--- config.mk ---
export PLATFORM = sky130hd
export DESIGN_NAME = fft_seq_ctrl
export DESIGN_NICKNAME = d
export VERILOG_FILES = /design/src/rtl/fft_seq_ctrl.sv
export SDC_FILE = /design/constraint.sdc
export NUM_CORES = 1
export LEC_CHECK = 0
export ABC_AREA = 1
export CAP_MARGIN = 20
export CORE_AREA = 2 2 81 44
export CTS_CLUSTER_DIAMETER = 200
export DETAILED_ROUTE_END_ITERATION = 12
export DIE_AREA = 0 0 83 46
export GPL_TIMING_DRIVEN = 0
export PLACE_DENSITY = 0.86
export SLEW_MARGIN = 20
export SYNTH_ARGS = -nofsm -noshare
export SYNTH_HDL_FRONTEND = slang
export SYNTH_SLANG_ARGS = --single-unit
--- constraint.sdc ---
create_clock -name clk -period 2.7 [get_ports clk]
set_input_delay 0.54 -clock clk [delete_from_list [all_inputs] [get_ports clk]]
set_output_delay 0.54 -clock clk [all_outputs]
set_load 0.01 [all_outputs]
--- src/rtl/fft_seq_ctrl.sv ---
// Frame sequencer for the 128-point in-place radix-2 FFT: drives the address-generator enable
// and decodes RAM/twiddle/stream strobes from a shadow copy of the generator's cycle counter.
module fft_seq_ctrl #(
  parameter int unsigned N_PTS  = 128,
  parameter int unsigned BF_LAT = 16
) (
  input  logic       clk,
  input  logic       rst,
  input  logic       start,
  input  logic       abort,
  input  logic       in_valid,
  output logic       ce,
  output logic       busy,
  output logic       in_ready,
  output logic       ram_we,
  output logic       ram_re,
  output logic [2:0] stage,
  output logic       bfly_start,
  output logic [5:0] tw_addr,
  output logic       out_valid,
  output logic       done,
  output logic       load_err
);

  localparam int unsigned Stages = 7;
  localparam logic [10:0] LoadEnd = 11'(N_PTS);
  localparam logic [10:0] ReadBeg = 11'(N_PTS + 1);
  localparam logic [10:0] ReadEnd = 11'(N_PTS * (Stages + 1));
  localparam logic [10:0] UnlBeg  = 11'(N_PTS * (Stages + 1) + 1);
  localparam logic [10:0] UnlEnd  = 11'(N_PTS * (Stages + 2) + 1);
  localparam logic [10:0] WeLdBeg = 11'(2);
  localparam logic [10:0] WeLdEnd = 11'(N_PTS + 1);
  localparam logic [10:0] WeBeg   = 11'(N_PTS + 1 + BF_LAT);
  localparam logic [10:0] WeEnd   = 11'(N_PTS * (Stages + 1) + BF_LAT);

  typedef enum logic [2:0] {StIdle, StLoad, StCompute, StUnload, StDone} state_e;

  state_e      state_q;
  logic [10:0] cnt_q;

  always_ff @(posedge clk or negedge rst) begin
    if (!rst) begin
      state_q  <= StIdle;
      cnt_q    <= '0;
      ce       <= 1'b0;
      done     <= 1'b0;
      load_err <= 1'b0;
    end else begin
      done  <= 1'b0;
      cnt_q <= ce ? cnt_q + 11'd1 : 11'd0;
      if (in_ready && !in_valid) load_err <= 1'b1;
      if (abort && state_q != StIdle) begin
        state_q <= StIdle;
        ce      <= 1'b0;
        cnt_q   <= '0;
      end else begin
        unique case (state_q)
          StIdle: begin
            if (start && !abort) begin
              state_q  <= StLoad;
              ce       <= 1'b1;
              load_err <= 1'b0;
            end
          end
          StLoad:    if (cnt_q == LoadEnd) state_q <= StCompute;
          StCompute: if (cnt_q == ReadEnd) state_q <= StUnload;
          StUnload: begin
            if (cnt_q == UnlEnd) begin
              state_q <= StDone;
              ce      <= 1'b0;
              done    <= 1'b1;
            end
          end
          StDone:    state_q <= StIdle;
          default:   state_q <= StIdle;
        endcase
      end
    end
  end

  logic       rd_stage;
  logic [9:0] off;
  logic [2:0] rd_s;
  logic [5:0] bidx;
  logic [5:0] tw_mask;

  always_comb begin
    busy     = (state_q != StIdle);
    in_ready = (cnt_q >= 11'd1) && (cnt_q <= LoadEnd);
    rd_stage = (cnt_q >= ReadBeg) && (cnt_q <= ReadEnd);
    off      = 10'(cnt_q - ReadBeg);
    rd_s     = off[9:7];
    bidx     = off[6:1];
    // Butterfly b of stage s uses twiddle exponent (b mod 2^s) scaled to the 64-entry ROM.
    tw_mask  = ~(6'h3f << rd_s);
    ram_we   = ((cnt_q >= WeLdBeg) && (cnt_q <= WeLdEnd)) ||
               ((cnt_q >= WeBeg) && (cnt_q <= WeEnd));
    ram_re   = rd_stage || ((cnt_q >= UnlBeg) && (cnt_q < UnlEnd));
    out_valid = (cnt_q > UnlBeg) && (cnt_q <= UnlEnd);
    stage      = 3'd0;
    bfly_start = 1'b0;
    tw_addr    = 6'd0;
    if (rd_stage) begin
      stage      = rd_s;
      bfly_start = ~off[0];
      tw_addr    = (bidx & tw_mask) << (3'd6 - rd_s);
    end else if ((cnt_q >= UnlBeg) && (cnt_q <= UnlEnd)) begin
      stage = 3'd6;
    end
  end

endmodule

# Word-level counts from Yosys, hierarchy flattened

Cells that the tools add are included.

Add/subtract/negate cells: 3
$lt $le $gt $ge: 12
Eq/ne operators: 10
Shifts and indexed selects: 2
Muxes and demuxes: 23
Bitwise operators: 3
Reduce and logical (&&, ||, !) cells: 19

Operators by type and width:

| cell                    | count |
|---|---|
| $le A11 B11 Y1 const B  | 3 |
| $eq A11 B11 Y1 const B  | 2 |
| $ge A11 B8 Y1 const B   | 2 |
| $le A11 B8 Y1 const B   | 2 |
| $mux W11                | 2 |
| $mux W3                 | 7 |
| $ne A3 B3 Y1 const B    | 4 |
| $pmux W3 S4             | 1 |
| $add A11 B1 Y11 const B | 1 |
| $eq A11 B8 Y1 const B   | 1 |
| $ge A11 B1 Y1 const B   | 1 |
| $ge A11 B11 Y1 const B  | 1 |
| $ge A11 B2 Y1 const B   | 1 |
| $gt A11 B11 Y1 const B  | 1 |
| $lt A11 B11 Y1 const B  | 1 |
| $mux W1                 | 11 |
| $logic_and A1 B1 Y1     | 10 |
| $sub A10 B8 Y10 const B | 1 |
| $and A6 B6 Y6           | 1 |
| $eq A3 B2 Y1 const B    | 2 |
| $mux W6                 | 1 |
| $not A6 Y6              | 1 |
| $reduce_bool A3 Y1      | 2 |
| $shl A6 B3 Y6           | 1 |
| other kinds (10)        | 12 |

Bits in registers: 17
Bits of input ports: 5
Output and inout bits: 18

# Depth between registers and ports, before layout

Depth after elaboration: 7
Depth in mapped cells: 17
Mapped depth without buffers: 16

# Worst setup path after synthesis

Ideal clock, no wire load.

Kind: reg2out
From: reg cnt_q[0]
To: out tw_addr[2]
Arrival time: 1994 ps
Required time: 2160 ps
Slack: 166 ps
Stages on the path, launching flop included: 13
Path buffers: 0
Cells stage by stage: dfrtp_1 > inv_2 > ha_1 > nand2_1 > nor2_1 > nor2_1 > o21ai_0 > ha_1 > inv_1 > nor2_4 > inv_2 > a21oi_1 > o21a_1

Word-level cells in the longest chain between the ends: 6
Elaborated cells on any way between the ends: 10

RTL lines:

| what                   | line | RTL |
|---|---|---|
| start, declared        | 39   | `logic [10:0] cnt_q;` |
| start signal, assigned | 50   | `cnt_q <= ce ? cnt_q + 11'd1 : 11'd0;` |
| $sub A10 B8 Y10        | 91   | `off = 10'(cnt_q - ReadBeg);` |
| $shl A6 B3 Y6          | 95   | `tw_mask = ~(6'h3f << rd_s);` |
| $not A6 Y6             | 95   |  |
| $and A6 B6 Y6          | 106  | `tw_addr = (bidx & tw_mask) << (3'd6 - rd_s);` |
| $shl A6 B3 Y6          | 106  |  |
| $mux W6 *              | 103  | `if (rd_stage) begin` |
| end, declared          | 19   | `output logic [5:0] tw_addr,` |

Mark *: on every way between the ends. The rest lies on a longest branch, timed or not.

# Worst setup path after layout

From: reg cnt_q[6]
To: out tw_addr[5]

The elaborated chain is that of the path after synthesis.

==> results.yml <==
power:
  p_leak_nw: 1.19
  power.clock.fraction_pct: 7.4
  power.total_mw: 2.59
  p_sw_mw: 1.28
  vdd.ir_drop.worst_uv: 669
  p_seq_share_pct: 13.4
  swShare_pct: 49.4
  pwr-share-comb_pct: 79.2
  p_per_area_nw_per_um2: 1060
  p_int_mw: 1.31
critical_path:
  cp-start-kind: "flop"
  worst_path_most_repeated_cell: "nand2_1"
  crit_path_end_kind: "primary output"
  r2r_cells: 10
  r2r_slack_ns: 0.77
  crit-reg2reg-capture: "cnt_q[10]"
  cp_cell_sequence: "nor2_4 > nand2_4 > inv_4 > nand2_4 > nor2_4 > buf_4 > o21ai_2 > ha_4 > a21oi_2 > nand2_1 > nand2_1 > nand2_1 > nand3_1 > nand2_1 > nor2_1 > buf_2"
  path_class: "flop to primary output"
  cp.arrival_ns: 2.33
  slowest_delay_ns: 0.44
  cpMaxStageDelayCell: "dfrtp_2"
  r2r-start: "cnt_q[3]"
  path_max_fanout: 4
  cp.required_ns: 2.16
floorplanning:
  coreArea_um2: 3210
  ios: 23
  die_x_um: 83
  rows: 15
  start_util_pct: 51.4
  die_h_um: 46
  die_area_um2: 3820
synthesis:
  yosysMostFrequentCell: "nand2_1"
  ys_top_cells_by_area: "dfrtp_1 26%, nand2_1 13%, nor2_1 7.5%"
  synth_enable_flop_cells: 0
  yosys.area.top_type: "dfrtp_1"
  synth.cell_area_um2: 1650
  synth_top_area_share_pct: 25.8
  synth.distinct_cells: 30
  async_flop_share_pct: 100
  yosys-top-cells-count: "56 x nand2_1, 33 x nor2_1, 28 x inv_1, 19 x nand3_1, 17 x dfrtp_1"
  ys_warn_count: 0
  ys_seq_elements: 17
  avgSynthCellArea_um2: 6.68
  synthFlopType: "dfrtp_1"
  synth_nets: 257
  syn_inst: 247
  yosysSeqAreaShare_pct: 25.8
sta:
  fin_ws_ns: -0.169
  min_period_ns: 2.87
  fmax_ghz: 0.349
  tns_ns: -0.558
  finClkSkew_ns: 0.00297
  slew_headroom_pct: 47.2
  slew_viol_final: 0
  worst_pin_slew_ns: 0.790
  setup_viol: 6
  min_period_over_period_pct: 106
  rsz0062_at_grt: "yes"
  hold_violations: 0
routing:
  maxUsedRoutingLayer: "met4"
  drt_iter0_drc: 138
  drt-met1-wl_um: 2360
  wire_per_inst_um: 16.1
  met3WireLength_um: 507
  drt_pre_antenna_iters: 5
  viasPerCell: 5.72
  wl_met2_um: 2610
  num_vias: 2029
  drc: 0
  antenna_left: 0
  drt-total-wl_um: 5710
min_path:
  hp-start: "load_err"
  holdPathEnd: "load_err"
  holdPathStages: 2
  hold_class: "flop to flop"
finish:
  antenna_cells: 0
  final_layout_size_suffix_gt1_share_pct: 39.3
  area_growth_pct: 47.6
  nets: 324
  fillers: 204
clock_network:
  clock_sinks: 17
  cts_buffers: 3
  cts.clk_slew.worst_paths_ns: 0.07
  cts_root_buf: "clkbuf_8"
  clk-insertion-delay-late_ns: 0.25
  cts.htree.levels: 1
  cts_tree: "done"
  cts_max_path_buffers: 2
placed_design:
  dp_hpwl_um: 3290
  gp_congestion: 0.975
  io_buffers: 22
  pre_cts_ws_ns: -0.578
run_status:
  violations: "setup timing"
  status: "finished with violations"
grt:
  antenna_found_initial: 0
  overflow: 0
  track_usage_pct: 26.8
  grt_pass1_vias: 1682
  grt_pass1_wl_um: 7940
  grt_start_max_net_pins: 18
run:
  maxCapViolCount: 0
==> flip-flops by register name, summed over array words and instances, names as in the netlist <==
signal and count:
done 1, load_err 1, cnt_q 11, state_q 3
ce 1
==> metal layers <==
metal / vias up / track usage (%)
li1: 937 / -
met1: 923 / 37.1
met2: 137 / 42.1
met3: 32 / 6.34
met4: 0 / 8.52
met5: - / 0
==> cell families after synthesis <==
| group | synth area share [%] |
|---|---|
| compound gates | 11.9 |
| xor+xnor | 1.06 |
| fa+ha+maj | 3.79 |
| simple gates | 47.2 |
| buf+inv | 10.2 |
| flops | 25.8 |
==> worst max-delay path, delay by kind of cell, from the launching register on <==
family | cells | cell delay, ns
flops | 1 | 0.44
buf+inv | 3 | 0.35
compound gates | 2 | 0.20
simple gates | 10 | 0.92
fa+ha+maj | 1 | 0.16
==> placed cells by master, fill, tap and decap left out, drive strengths merged <==
master	n
nand3	22
dlygate4sd2	5
inv	37
nor2	45
buf	50
nand4	5
nand2	67
ha	5
o22ai	3
a31oi	2
xor2	2
dfrtp	17
nand3b	2
nor3	6
clkdlybuf4s50	8
a221oi	1
nor3b	4
dlymetal6s2s	1
o21ai	12
o221ai	1
o21a	1
o31ai	1
clkbuf	5
a21oi	11
==> layout make-up <==
cell class	instances	area, µm²	share of cell area [%]
multi-input combinational	190	1230	50.3
buffer	3	33.8	1.39
sequential	17	433	17.8
tap	42	52.6	2.16
inverter	37	149	6.11
timing repair buffer	62	497	20.4
clock buffer	4	45.0	1.85
==> how the worst max path moves through the flow <==
| stage | to | cells past startpoint | from |
|---|---|---|---|
| floorplan | tw_addr[2] | 12 | cnt_q[0] |
| global placement | tw_addr[2] | 14 | cnt_q[0] |
| detailed placement | tw_addr[2] | 13 | cnt_q[0] |
| CTS | tw_addr[4] | 14 | cnt_q[1] |
| global route | tw_addr[5] | 15 | cnt_q[6] |
| finish | tw_addr[5] | 16 | cnt_q[6] |
==> power groups by stage <==
stage          registers (mW)  clock network [mW]  logic (mW)
2_1_floorplan           0.344                   0       0.932
3_3_place_gp            0.346                   0        1.21
3_5_place_dp            0.349                   0        1.24
4_1_cts                 0.343               0.194        1.71
5_1_grt                 0.351               0.209        2.17
6_report                0.346               0.192        2.05
==> through the flow <==
| step | util (%) | std cells | hold WS [ns] | cell area, µm² |
|---|---|---|---|---|
| 6_report | 75.9 | 355 | 0.528 | 2440 |
| 5_1_grt | 75.9 | 355 | 0.581 | 2440 |
| 4_1_cts | 70.7 | 342 | 0.534 | 2270 |
| 3_5_place_dp | 59.9 | 311 | 0.524 | 1920 |
| 3_3_place_gp | 59.9 | 311 | 0.504 | 1920 |
| 2_1_floorplan | - | 247 | 0.244 | 1650 |
==> timing repair <==
item                                    4_1_cts  5_1_grt
resized for setup                            65       27
pin swaps                                    21       18
buffers inserted                             27       13
hold buffers                                  0        0
endpoints found under the setup margin       14       11
Note: power is estimated with default switching activity, not from simulation.
